--- src/rtl/decoder_pkg.sv ---
`default_nettype none
// ============================================================================
//  Module   : decoder_pkg
//  Brief    : Shared types for the pipelined N-to-2**N decoder: decode mode
//             encoding and the output buffer occupancy states.
//  Revision : 1.0 - initial release
// ============================================================================
package decoder_pkg;

    // Decode mode, encoded exactly as the 2-bit in_mode port value
    typedef enum logic [1:0] {
        ONEHOT   = 2'b00,
        THERMO   = 2'b01,
        ONEHOT_N = 2'b10,
        RSVD     = 2'b11
    } mode_e;

    // Occupancy of the 2-entry output buffer
    typedef enum logic [1:0] {
        EMPTY = 2'b00,
        ONE   = 2'b01,
        FULL  = 2'b10
    } buf_state_e;

endpackage : decoder_pkg
`default_nettype wire

--- src/rtl/decode_core.sv ---
`default_nettype none
// ============================================================================
//  Module   : decode_core
//  Brief    : Purely combinational N-to-2**N decoder supporting one-hot,
//             thermometer and active-low one-hot modes; the reserved mode
//             yields an all-zero word.
//  Revision : 1.0 - initial release
// ============================================================================
module decode_core
    import decoder_pkg::*;
#(
    parameter int N = 3
) (
    input  logic [N-1:0]      a,
    input  mode_e             mode,
    output logic [(2**N)-1:0] y
);

    localparam int c_width = 2**N;

    // Each output bit is decided from its own index compared against the code
    always_comb begin
        y = '0;
        for (int i = 0; i < c_width; i++) begin
            case (mode)
                ONEHOT:   y[i] = (a == i[N-1:0]);
                THERMO:   y[i] = (a >= i[N-1:0]);
                ONEHOT_N: y[i] = (a != i[N-1:0]);
                default:  y[i] = 1'b0;
            endcase
        end
    end

endmodule : decode_core
`default_nettype wire

--- src/rtl/decoder_nx_pipe.sv ---
`default_nettype none
// ============================================================================
//  Module   : decoder_nx_pipe
//  Brief    : Valid/ready pipelined decoder. Codes are decoded on acceptance
//             and held in a 2-entry buffer; counts completed output transfers
//             and flags any accepted reserved-mode code until reset.
//  Revision : 1.0 - initial release
// ============================================================================
module decoder_nx_pipe
    import decoder_pkg::*;
#(
    parameter int N     = 3,
    parameter int CNT_W = 32
) (
    input  logic                 clk,
    input  logic                 reset,
    input  logic                 in_valid,
    output logic                 in_ready,
    input  logic [N-1:0]         in_a,
    input  logic [1:0]           in_mode,
    output logic                 out_valid,
    input  logic                 out_ready,
    output logic [(2**N)-1:0]    out_y,
    output logic [CNT_W-1:0]     count,
    output logic                 err_sticky
);

    localparam int c_width = 2**N;

    buf_state_e           r_state_q,     w_state_d;
    logic [c_width-1:0]   r_head_q,      w_head_d;
    logic [c_width-1:0]   r_tail_q,      w_tail_d;
    logic                 r_in_ready_q,  w_in_ready_d;
    logic                 r_out_valid_q, w_out_valid_d;
    logic [CNT_W-1:0]     r_count_q,     w_count_d;
    logic                 r_err_q,       w_err_d;

    logic [c_width-1:0]   w_dec;
    mode_e                w_mode;
    logic                 w_push;
    logic                 w_pop;

    assign w_mode = mode_e'(in_mode);
    assign w_push = in_valid & r_in_ready_q;
    assign w_pop  = r_out_valid_q & out_ready;

    decode_core #(
        .N (N)
    ) u_decode_core (
        .a    (in_a),
        .mode (w_mode),
        .y    (w_dec)
    );

    // Buffer occupancy, contents, handshake flags and status for next cycle
    always_comb begin
        w_state_d = r_state_q;
        w_head_d  = r_head_q;
        w_tail_d  = r_tail_q;
        w_count_d = r_count_q;
        w_err_d   = r_err_q;

        case (r_state_q)
            EMPTY: begin
                if (w_push) begin
                    w_state_d = ONE;
                    w_head_d  = w_dec;
                end
            end
            ONE: begin
                if (w_push && w_pop) begin
                    // Head leaves while the new word takes its place
                    w_head_d = w_dec;
                end else if (w_push) begin
                    w_state_d = FULL;
                    w_tail_d  = w_dec;
                end else if (w_pop) begin
                    w_state_d = EMPTY;
                end
            end
            FULL: begin
                // in_ready is low here, so only a pop can happen
                if (w_pop) begin
                    w_state_d = ONE;
                    w_head_d  = r_tail_q;
                end
            end
            default: begin
                w_state_d = EMPTY;
            end
        endcase

        if (w_pop) begin
            w_count_d = r_count_q + CNT_W'(1);
        end
        if (w_push && (w_mode == RSVD)) begin
            w_err_d = 1'b1;
        end

        w_in_ready_d  = (w_state_d != FULL);
        w_out_valid_d = (w_state_d != EMPTY);
    end

    // State registers with synchronous reset discarding all buffered words
    always_ff @(posedge clk) begin
        if (reset) begin
            r_state_q     <= EMPTY;
            r_head_q      <= '0;
            r_tail_q      <= '0;
            r_in_ready_q  <= 1'b1;
            r_out_valid_q <= 1'b0;
            r_count_q     <= '0;
            r_err_q       <= 1'b0;
        end else begin
            r_state_q     <= w_state_d;
            r_head_q      <= w_head_d;
            r_tail_q      <= w_tail_d;
            r_in_ready_q  <= w_in_ready_d;
            r_out_valid_q <= w_out_valid_d;
            r_count_q     <= w_count_d;
            r_err_q       <= w_err_d;
        end
    end

    assign in_ready   = r_in_ready_q;
    assign out_valid  = r_out_valid_q;
    assign out_y      = r_out_valid_q ? r_head_q : '0;
    assign count      = r_count_q;
    assign err_sticky = r_err_q;

endmodule : decoder_nx_pipe
`default_nettype wire

--- config.mk ---
export PLATFORM = sky130hd
export DESIGN_NAME = decoder_nx_pipe
export DESIGN_NICKNAME = d
export VERILOG_FILES = /design/src/rtl/decoder_pkg.sv /design/src/rtl/decode_core.sv /design/src/rtl/decoder_nx_pipe.sv
export SDC_FILE = /design/constraint.sdc
export NUM_CORES = 1
export LEC_CHECK = 0
export ABC_AREA = 1
export CORE_MARGIN = 2
export CORE_UTILIZATION = 40
export CTS_BUF_LIST = sky130_fd_sc_hd__clkbuf_4
export CTS_CLUSTER_DIAMETER = 120
export DETAILED_ROUTE_END_ITERATION = 8
export GPL_TIMING_DRIVEN = 0
export PLACE_DENSITY = 0.68
export SYNTH_ARGS = -nofsm -noshare
export SYNTH_HDL_FRONTEND = slang
export SYNTH_SLANG_ARGS = --single-unit
--- constraint.sdc ---
create_clock -name clk -period 4.53 [get_ports clk]
set_clock_uncertainty 0.15 [all_clocks]
set_input_delay 0.6795 -clock clk [delete_from_list [all_inputs] [get_ports clk]]
set_output_delay 0.6795 -clock clk [all_outputs]
set_load 0.01 [all_outputs]
==> results.toml <==
[outcome]
outcome = "finished, final reports clean"

[cts]
clk_path_buf_depth = 2
post-cts-setup-buffer-count = 0
clock_latency_ns = 0.38
cts_tree = "built"
cts_hold_buf = 0
cts-root-buf = "clkbuf_4"
cts_resized = 0
cts_buffers = 5
clkTransAtPathRegs_ns = 0.15
cts.htree.levels = 2
cts.sinks = 53

[synth]
synth.area.top_cells = "dfxtp_1 (37%), nand2_1 (16%), nor2_1 (9.8%), inv_1 (7.4%), o21ai_0 (5.3%)"
synth_fp_nets = 459
synth.largest_area_cell = "dfxtp_1"
synth-edff-count = 0
synth.ff_latch_count = 53
synthCells = 449
yosysMostFrequentCell = "nand2_1"
synth_top_family_by_area = "simple AND/OR/NAND/NOR gates"
synth_area_mm2 = 0.002907
synth-main-ff-cell = "dfxtp_1"
synth_common_cells = "nand2_1 (121), nor2_1 (76), inv_1 (57)"
synth_cell_types = 34
synth-compound-area-share_pct = 12.87
synth_warnings = 0
synth_top_area_share_pct = 36.50
synth_fa_ha_area_share_pct = 0.4305
synth-xor-area-share_pct = 0.9040
synth.mux.area_fraction_pct = 0
synth-seq-area-share_pct = 36.50
async_flop_share_pct = 0
postSynthAreaPerCell_um2 = 6.473
synth-simple-area-share_pct = 39.17

[worst_setup_path]
r2r_end = "r_head_q[2]"
r2r_cells = 7
cp_max_fo = 9
worstReg2RegStart = "out_valid"
crit_required_ns = 3.70
start_kind = "register"
crit_path_start = "out_valid"
arrival_ns = 1.56
crit_path_end_kind = "output port"
path_class = "reg -> out"
r2r_slack_ns = 2.69

[global_route]
grt_pass1_vias = 2741
antenna_found_initial = 0
grt_util_met3_pct = 3.232
met1_usage_pct = 23.59
grt_most_used_layer = "met2"
grtUsageMet2_pct = 32.86
grt_max_degree = 16
grt_pass1_wl_mm = 12.05
grt_usage_pct = 19.13
gr-total-overflow = 0

[drt]
drt_wl_total_mm = 7.190
drt.antenna.violating_nets = 0
vias = 2964
drc = 0
wire_per_inst_um = 11.86
detail_route.vias_per_cell = 4.891
dr.pass1.iters = 4
first_iter_violations = 190

[sta]
max_freq_mhz = 417.7
hold_violations = 0
finalCritPeriodShare_pct = 52.85
worst_slack_ns = 2.136
relSlewSlack_pct = 61.14
finalSetupViolCount = 0
rsz0062_at_grt = "no"
drv_slew = 0
hold-worst-slack_ns = 0.3509
period_minus_slack_ns = 2.394
fin_setup_tns_ns = 0
worst_pin_slew_ns = 0.5829

[floorplan]
initial_utilization_pct = 40.73
die_x_um = 89.24
core_area_mm2 = 0.007137
die_y_um = 89.24
die_area_mm2 = 0.007964
rows = 31
boundaryPins = 52

[finish]
fin_area_mm2 = 0.003610
n_antenna_cell = 0
final_cell_count_no_fill = 606
fin_nets = 516
utilization_pct = 50.58
area_delta_synth_final_pct = 24.19
layout-drive-gt1-share_pct = 7.495

[worst_hold_path]
holdPathStages = 1
holdCritPathClass = "reg -> reg"
whs_endpoint = "count[13]"
holdCritStartpoint = "count[13]"

[power_and_ir_drop]
power.density_mw_per_mm2 = 250.3
vdd_drop_max_mv = 0.1203
p_total_uw = 903.7
cellLeakagePower_nw = 1.570

[run]
drv_cap = 0

[place]
place_ws_ns = 2.017
dp_hpwl_mm = 5.520
post-place-cells = 598
gp_congestion = 0.9290
port_buffers = 50
place_area_mm2 = 0.003531
[layout make-up]
class	instances	area (µm²)
fill	759	3527
multi-input combinational	323	1551
sequential	53	1061
timing repair buffer	50	500.5
inverter	63	237.7
tap	99	123.9
buffer	10	56.30
clock buffer	6	45.04
clock inverter	2	33.78
[routing by layer]
metal  vias up  wire length (µm)  share of wire, %
met5         -                 0                 0
met4         0               172               2.4
li1       1542                 -                 -
met3        12               372               5.2
met1      1322              3170                44
met2        88              3474                48
[placed cells by master (no fill, tap or decap), types with 3 or more instances in the layout]
master           synthesis  layout
nand2_1                121     121
nor2_1                  76      76
inv_1                   57      57
dfxtp_1                 53      53
clkdlybuf4s50_1          0      50
o21ai_0                 31      31
a21oi_1                 29      29
nand3_1                 15      15
nand4_1                 10      10
clkbuf_4                 0       6
clkbuf_1                 5       5
inv_2                    5       5
nor2_4                   5       5
buf_2                    3       3
a31oi_1                  3       3
o21ai_1                  3       3
nor2_2                   3       3
nor3_1                   3       3
xor2_1                   3       3
[where the power goes]
| group | internal, mW | switching (mW) |
|---|---|---|
| sequential | 0.487 | 0.0115 |
| combinational | 0.0550 | 0.0806 |
| clock | 0.121 | 0.148 |
| total | 0.663 | 0.240 |
[worst max-delay path, stage by stage (launching register included)]
cell	delay (ns)
dfxtp_1	0.38
buf_6	0.16
nand2_1	0.08
inv_1	0.05
clkdlybuf4s50_1	0.52
[registers in the layout, indices dropped and copies added, names as in the netlist]
register,cells
count,32
err_sticky,1
in_ready,1
out_valid,1
r_head_q,8
r_state_q,2
r_tail_q,8
[logic make-up after synthesis]
group | Yosys count
compound gates | 71
simple gates | 248
fa+ha+maj | 1
xor+xnor | 3
buf+inv | 73
flops | 53
[worst max-delay path by stage]
stage               slack (ns)  cells past startpoint   endpoint
floorplan                 2.77                      8  count[21]
global placement          2.05                      4  count[14]
detailed placement        2.02                      4  count[14]
CTS                       2.11                      4   out_y[5]
global route              2.00                      4   out_y[5]
finish                    2.14                      4   out_y[5]
(Power assumes the default switching activity.)
